==> src/rtl/dispensador_206.sv <==
// Drink/change dispenser: drives the vend motor and the 5c coin ejector for each request.
// Latency: motor/coin5 rise in the cycle after a request is sampled in IDLE; outputs are registered.
// Backpressure: none to the source; one request is buffered while busy, further ones are dropped and flagged on err.
//
// Ports:
//   clk   - rising-edge clock
//   rst   - asynchronous active-low reset
//   D1    - drink-release request (one request per high cycle)
//   T     - change code: 00 none, 01 5c, 10 10c, 11 20c
//   motor - drink-release actuator drive (registered)
//   coin5 - 5c coin ejector drive (registered)
//   busy  - FSM not in IDLE
//   done  - one-cycle completion pulse
//   err   - sticky overflow flag, cleared only by reset
module dispensador_206 #(
  parameter int MOTOR_CYC = 4,
  parameter int PULSE_CYC = 2,
  parameter int GAP_CYC   = 2
) (
  input  logic       clk,
  input  logic       rst,
  input  logic       D1,
  input  logic [1:0] T,
  output logic       motor,
  output logic       coin5,
  output logic       busy,
  output logic       done,
  output logic       err
);

  typedef enum logic [2:0] {
    IDLE  = 3'd0,
    VEND  = 3'd1,
    EJ_HI = 3'd2,
    EJ_LO = 3'd3,
    FIN   = 3'd4
  } state_t;

  // Terminal counts: each phase lasts parameter-value cycles, counting from 0.
  localparam logic [7:0] MOTOR_TC = 8'(MOTOR_CYC - 1);
  localparam logic [7:0] PULSE_TC = 8'(PULSE_CYC - 1);
  localparam logic [7:0] GAP_TC   = 8'(GAP_CYC - 1);

  state_t     state_q, state_d;
  logic [7:0] cnt_q, cnt_d;
  logic [2:0] coins_q, coins_d;

  logic       pend_vld_q;
  logic       pend_vend_q;
  logic [2:0] pend_coins_q;
  logic       err_q;

  logic       motor_q, coin5_q;
  logic       motor_d, coin5_d;

  logic       req;
  logic [2:0] req_coins;

  logic       launch;
  logic       launch_vend;
  logic [2:0] launch_coins;

  assign req = D1 | (T != 2'b00);

  // 20c is returned as four 5c coins, so the counter needs three bits.
  always_comb begin
    req_coins = 3'd0;
    case (T)
      2'b01:   req_coins = 3'd1;
      2'b10:   req_coins = 3'd2;
      2'b11:   req_coins = 3'd4;
      default: req_coins = 3'd0;
    endcase
  end

  // State register.
  always_ff @(posedge clk or negedge rst) begin
    if (!rst) begin
      state_q <= IDLE;
    end else begin
      state_q <= state_d;
    end
  end

  // Next-state logic. In IDLE the buffered request always wins over a new one.
  always_comb begin
    state_d      = state_q;
    launch       = 1'b0;
    launch_vend  = 1'b0;
    launch_coins = 3'd0;
    case (state_q)
      IDLE: begin
        if (pend_vld_q) begin
          launch       = 1'b1;
          launch_vend  = pend_vend_q;
          launch_coins = pend_coins_q;
        end else if (req) begin
          launch       = 1'b1;
          launch_vend  = D1;
          launch_coins = req_coins;
        end
        if (launch) begin
          state_d = launch_vend ? VEND : EJ_HI;
        end
      end
      VEND: begin
        if (cnt_q == MOTOR_TC) begin
          state_d = (coins_q != 3'd0) ? EJ_HI : FIN;
        end
      end
      EJ_HI: begin
        // coins_q still holds the coin being ejected; more remain only if it exceeds one.
        if (cnt_q == PULSE_TC) begin
          state_d = (coins_q > 3'd1) ? EJ_LO : FIN;
        end
      end
      EJ_LO: begin
        if (cnt_q == GAP_TC) begin
          state_d = EJ_HI;
        end
      end
      FIN:     state_d = IDLE;
      default: state_d = IDLE;
    endcase
  end

  // Phase counter restarts on every state change, so it never runs past its terminal count.
  always_comb begin
    cnt_d   = 8'd0;
    coins_d = coins_q;
    if ((state_d == state_q) &&
        ((state_q == VEND) || (state_q == EJ_HI) || (state_q == EJ_LO))) begin
      cnt_d = cnt_q + 8'd1;
    end
    if (launch) begin
      coins_d = launch_coins;
    end else if ((state_q == EJ_HI) && (cnt_q == PULSE_TC)) begin
      coins_d = coins_q - 3'd1;
    end
  end

  // Output logic: actuator drives follow the next state so they are registered yet
  // line up with the state they belong to.
  always_comb begin
    motor_d = (state_d == VEND);
    coin5_d = (state_d == EJ_HI);
  end

  always_ff @(posedge clk or negedge rst) begin
    if (!rst) begin
      cnt_q   <= 8'd0;
      coins_q <= 3'd0;
      motor_q <= 1'b0;
      coin5_q <= 1'b0;
    end else begin
      cnt_q   <= cnt_d;
      coins_q <= coins_d;
      motor_q <= motor_d;
      coin5_q <= coin5_d;
    end
  end

  // Pending buffer and overflow flag. FIN counts as busy, so a request there is buffered.
  always_ff @(posedge clk or negedge rst) begin
    if (!rst) begin
      pend_vld_q   <= 1'b0;
      pend_vend_q  <= 1'b0;
      pend_coins_q <= 3'd0;
      err_q        <= 1'b0;
    end else if (state_q == IDLE) begin
      // The buffered request launches now; a same-cycle request takes its slot.
      if (pend_vld_q) begin
        pend_vld_q <= req;
        if (req) begin
          pend_vend_q  <= D1;
          pend_coins_q <= req_coins;
        end
      end
    end else if (req) begin
      if (!pend_vld_q) begin
        pend_vld_q   <= 1'b1;
        pend_vend_q  <= D1;
        pend_coins_q <= req_coins;
      end else begin
        err_q <= 1'b1;
      end
    end
  end

  assign motor = motor_q;
  assign coin5 = coin5_q;
  assign busy  = (state_q != IDLE);
  assign done  = (state_q == FIN);
  assign err   = err_q;

endmodule

==> config.mk <==
export PLATFORM = sky130hd
export DESIGN_NAME = dispensador_206
export DESIGN_NICKNAME = d
export VERILOG_FILES = /design/src/rtl/dispensador_206.sv
export SDC_FILE = /design/constraint.sdc
export NUM_CORES = 1
export LEC_CHECK = 0
export CAP_MARGIN = 10
export CELL_PAD_IN_SITES_DETAIL_PLACEMENT = 1
export CELL_PAD_IN_SITES_GLOBAL_PLACEMENT = 1
export CORE_ASPECT_RATIO = 1.5
export CORE_UTILIZATION = 48
export DETAILED_ROUTE_END_ITERATION = 8
export GPL_ROUTABILITY_DRIVEN = 0
export PLACE_DENSITY_LB_ADDON = 0.1
export SYNTH_ARGS = -nofsm -noshare
export SYNTH_HDL_FRONTEND = slang
export SYNTH_SLANG_ARGS = --single-unit
==> constraint.sdc <==
create_clock -name clk -period 5.1 [get_ports clk]
set_input_delay 1.53 -clock clk [delete_from_list [all_inputs] [get_ports clk]]
set_output_delay 1.53 -clock clk [all_outputs]
set_load 0.01 [all_outputs]
=== Word-level counts from Yosys, hierarchy flattened ===
Index checks and enable logic that the tools add are counted.

* Add/sub/neg operators: 2
* Order comparisons: 1
* Eq/ne operators: 14
* Mux-type cells: 35
* Bitwise logic cells: 2
* Reductions and logical operators: 12

{| class="wikitable"
|+ Operator list
! operator !! count
|-
| 3-bit two-way mux || 16
|-
| 1-bit two-way mux || 15
|-
| 3-bit one-hot mux with 4 select lines || 1
|-
| 3-bit by 2-bit equality test with 1-bit output, second input constant || 3
|-
| 3-bit one-hot mux with 3 select lines || 1
|-
| 8-bit by 1-bit adder with 8-bit output, second input constant || 1
|-
| 8-bit by 1-bit equality test with 1-bit output, second input constant || 1
|-
| 8-bit by 2-bit equality test with 1-bit output, second input constant || 1
|-
| 8-bit two-way mux || 1
|-
| 3-bit by 1-bit equality test with 1-bit output, second input constant || 2
|-
| 3-bit AND reduction || 2
|-
| 2-bit nonzero test || 3
|-
| 3-bit nonzero test || 2
|-
| 2-bit equality test, second input constant || 2
|-
| 3-bit equality test || 1
|-
| 3-bit equality test, second input constant || 1
|-
| 3-bit by 1-bit greater-than comparator with 1-bit output, second input constant || 1
|-
| 3-bit zero test || 1
|-
| 3-bit by 1-bit subtractor with 3-bit output, second input constant || 1
|-
| 2-bit by 1-bit equality test with 1-bit output, second input constant || 1
|-
| 1-bit logical AND || 2
|-
| 1-bit logical OR || 2
|-
| 2-bit two-way mux || 1
|-
| 2-bit by 1-bit inequality test with 1-bit output, second input constant || 1
|-
| other kinds (3) || 3
|}

* Register bits after elaboration: 22
* Input bits: 5
* Output and inout bits: 5
* Word-level logic and storage cells: 75

=== Depth between registers and ports, before layout ===
* Depth after elaboration: 11
* Depth in mapped cells: 7
* Mapped depth without buffers: 6

=== Worst setup path after synthesis ===
Ideal clock, no wire load.

* Path kind: input -> register
* Start: input port T[1]
* End: register coin5_q (netlist: coin5)
* Setup time: 0.126 ns
* Arrival time: 2.508 ns
* Required time: 4.974 ns
* Setup slack: 2.466 ns
* Stages: 5
* Path buffers: 1
* Path through: clkbuf_1 or4_1 nand3_1 o311ai_2 nor2b_1

* Word-level cells in the longest chain between the ends: 9
* Elaborated cells on any way between the ends: 12
* Those cells by class: eq/ne (1); mux (9); bitwise (1); reduce/logical (1)

{| class="wikitable"
|+ Ends and longest elaborated chain
! item !! line !! text
|-
| from (decl) || 23 || <nowiki>input logic [1:0] T,</nowiki>
|-
| 2-bit nonzero test * || 63 || <nowiki>assign req = D1 | (T != 2'b00);</nowiki>
|-
| 1-bit bitwise OR * || 63 ||
|-
| 1-bit two-way mux || 97 || <nowiki>end else if (req) begin</nowiki>
|-
| 1-bit two-way mux || 93 || <nowiki>if (pend_vld_q) begin</nowiki>
|-
| 1-bit two-way mux || 91 || <nowiki>case (state_q)</nowiki>
|-
| 2-bit two-way mux || 103 || <nowiki>state_d = launch_vend ? VEND : EJ_HI;</nowiki>
|-
| 3-bit two-way mux * || 102 || <nowiki>if (launch) begin</nowiki>
|-
| 3-bit one-hot mux with 4 select lines * || 91 ||
|-
| net state_d[1] || 44 || <nowiki>state_t state_q, state_d;</nowiki>
|-
| 3-bit by 2-bit equality test with 1-bit output * || 146 || <nowiki>coin5_d = (state_d == EJ_HI);</nowiki>
|-
| net coin5_d || 54 || <nowiki>logic motor_d, coin5_d;</nowiki>
|-
| to (signal assigned) || 159 || <nowiki>coin5_q <= coin5_d;</nowiki>
|-
| to (decl) || 53 || <nowiki>logic motor_q, coin5_q;</nowiki>
|}

Mark *: on every way through the listed nets, which the timed path passes. The rest lies on a longest branch. The select of a mux whose other input is x is not followed.
A chain may end at the register's enable or synchronous reset.

=== Final worst setup path ===
* Start: register state_q[1]
* End: output port busy

* Word-level cells in the longest chain between the ends: 1

{| class="wikitable"
|+ Ends and longest elaborated chain
! item !! line !! text
|-
| from (decl) || 44 ||
|-
| from (signal assigned) || 81 || <nowiki>state_q <= state_d;</nowiki>
|-
| 3-bit nonzero test || 192 || <nowiki>assign busy = (state_q != IDLE);</nowiki>
|-
| to (decl) || 26 || <nowiki>output logic busy,</nowiki>
|}

No other way between the ends.

==> results_dict.tcl <==
set metrics [dict create \
    finalInstanceArea_sq_um 1380 \
    grt_pass1_wl_um 4700 \
    hold_buffers 0 \
    yosysMostFrequentCell "dfrtp_1" \
    clkTransAtPathRegs_ns 0.10 \
    fin_cells 150 \
    antenna_left 0 \
    cts_made_buffers 3 \
    cts_max_level 1 \
    finalHoldViolCount 0 \
    syn_nets 129 \
    post_drt_wl_per_cell_um 17.0 \
    setup_viol 0 \
    outcome "completed" \
    report.final.slew_viol_count 0 \
    synth_edf_count 0 \
    die_x_um 43.9 \
    period_needed_ns 3.46 \
    utilization_pct 55.6 \
    synth_top_area_cell "dfrtp_1" \
    die_h_um 64.8 \
    cp.required_ns 3.57 \
    hold_ws_ns 0.479 \
    drv_cap 0 \
    postSynthCellCount 119 \
    cp.arrival_ns 1.93 \
    irDropWorstVdd_uv 220 \
    min_path_type "reg -> reg" \
    cts_setup_buffers 0 \
    fmax_mhz 289 \
    worstSkewPairLatency_ns 0.31 \
    route.met3.wl_um 30 \
    die_area_sq_um 2840 \
    drive_gt1_share_pct 11.9 \
    rsz0062_at_grt "false" \
    avgSynthCellArea_sq_um 10.6 \
    row_count 22 \
    wirelength_met1_um 997 \
    seq_area_frac_synth_pct 43.7 \
    ys_ff_latch 22 \
    worst_setup_path_start_kind "register" \
    async_flop_share_pct 100 \
    synth_common_cells "dfrtp_1 (22), inv_1 (9), nand2_1 (7), nor3_1 (6), ha_1 (5)" \
    netlist_area_sq_um 1260 \
    yosysTopAreaCellShare_pct 43.7 \
    powerDensity_nw_per_um2 542 \
    ys_types 46 \
    nets 138 \
    start_util_pct 50.9 \
    drtIter0Drc 14 \
    antenna_found_initial 0 \
    cp_max_fo 9 \
    diodes 0 \
    synth_flop_cell "dfrtp_1" \
    slew-limit-headroom_pct 35.1 \
    vias 914 \
    pin_count 10 \
    dr.pass1.iters 4 \
    dr.max_layer_used "met4" \
    clock_sinks 22 \
    root_buffer "clkbuf_4" \
    place_inst 147 \
    route.met2.wl_um 1470 \
    postRouteWirelength_um 2550 \
    cts_resized 0 \
    tns_ns 0 \
    core_sq_um 2480 \
    drc_errors 0 \
    areaGrowthSynthToFinish_pct 9.23 \
    worstSetupEndpointType "output pin" \
    grtUsageTotal_pct 22.3 \
    fin_worst_skew_ns 0.00689 \
    tightest_slew_ns 0.971 \
    ys_warn_count 0 \
    critical_path_class "reg -> out" \
    cts_tree "yes" \
    hpwl_um 2010 \
    p_leak_nw 0.576 \
    synth_area_leaders "dfrtp_1 (44%), ha_1 (5.0%), xor2_1 (2.8%)" \
    finalCritPeriodShare_pct 67.8 \
    multiInputGateArea_sq_um 651 \
    grt.overflow.total 0 \
    seq_area_sq_um 551 \
    cts_buffer_depth 2 \
    grt_max_degree 23 \
    placed_cell_area_sq_um 1360 \
    grt_pass1_vias 1017 \
    final.fill_count 285 \
    viasPerCell 6.09 \
    port_buffers 9 \
]
-- flip-flops by register name, indices dropped and copies added (netlist names) --
register      cells
pend_vend_q       1
err               1
state_q           3
coins_q           3
pend_vld_q        1
cnt_q             8
pend_coins_q      3
coin5             1
motor             1
-- cell usage in the layout (no fill, tap or decap), types with 2 or more instances in the layout --
cell,count
dfrtp_1,22
inv_1,9
clkdlybuf4s50_1,9
nand2_1,7
nor3_1,6
ha_1,5
nor2_1,4
nor3b_1,4
xor2_1,4
nand2b_1,3
mux2i_1,3
nand3_1,3
xnor2_1,3
nor4_1,3
o21ai_0,3
clkbuf_4,3
or3_1,2
nor2b_1,2
a21oi_1,2
a22oi_1,2
o22ai_1,2
-- final timing paths --
check | startpoint | to | slack (ns) | cells past startpoint
setup / recovery | state_q[1] | busy | 1.64 | 3
hold / removal | err | err | 0.48 | 1
setup reg to reg | state_q[1] | pend_vend_q | 3.11 | 5
hold reg to reg | err | err | 0.48 | 1
max in group asynchronous | rst | cnt_q[4] | 2.77 | 1
min in group asynchronous | rst | cnt_q[2] | 1.74 | 1
-- metrics by stage --
| stage | total power, mW | setup slack (ns) |
|---|---|---|
| 2_1_floorplan | 0.573 | 2.47 |
| 5_1_grt | 0.813 | 1.50 |
| 6_report | 0.747 | 1.64 |
| 3_5_place_dp | 0.676 | 1.97 |
| 4_1_cts | 0.757 | 1.62 |
| 3_3_place_gp | 0.659 | 1.98 |
-- routing by layer --
metal	track usage [%]	up-vias
met3	2.51	5
met1	25.0	454
met5	0	-
met4	9.09	0
li1	-	445
met2	41.2	10
-- where the power goes --
part | switching, mW | internal (mW)
logic | 0.199 | 0.176
clock network | 0.0498 | 0.0277
registers | 0.0617 | 0.233
-- final cells by class --
cell class	instances	area share, %
clock buffers	3	1.63
inverters	9	2.45
multi-input cells	83	47.2
flip-flops and latches	22	40.0
well taps	24	2.18
repair buffers	9	6.54
-- cell families after synthesis --
logic type	synth area share [%]
AO/OA/AOI/OAI	13.8
XOR/XNOR	4.86
AND/OR/NAND/NOR	21.8
adder cells (fa/ha/maj)	5.75
flip-flops	43.7
buffers and inverters	4.76
multiplexers	5.36
-- critical path, cell delays in order, from the launching register on --
cell	delay [ns]
dfrtp_1	0.51
nor3_1	0.43
inv_1	0.17
clkdlybuf4s50_1	0.51
Power figures use the tool's default switching activity.
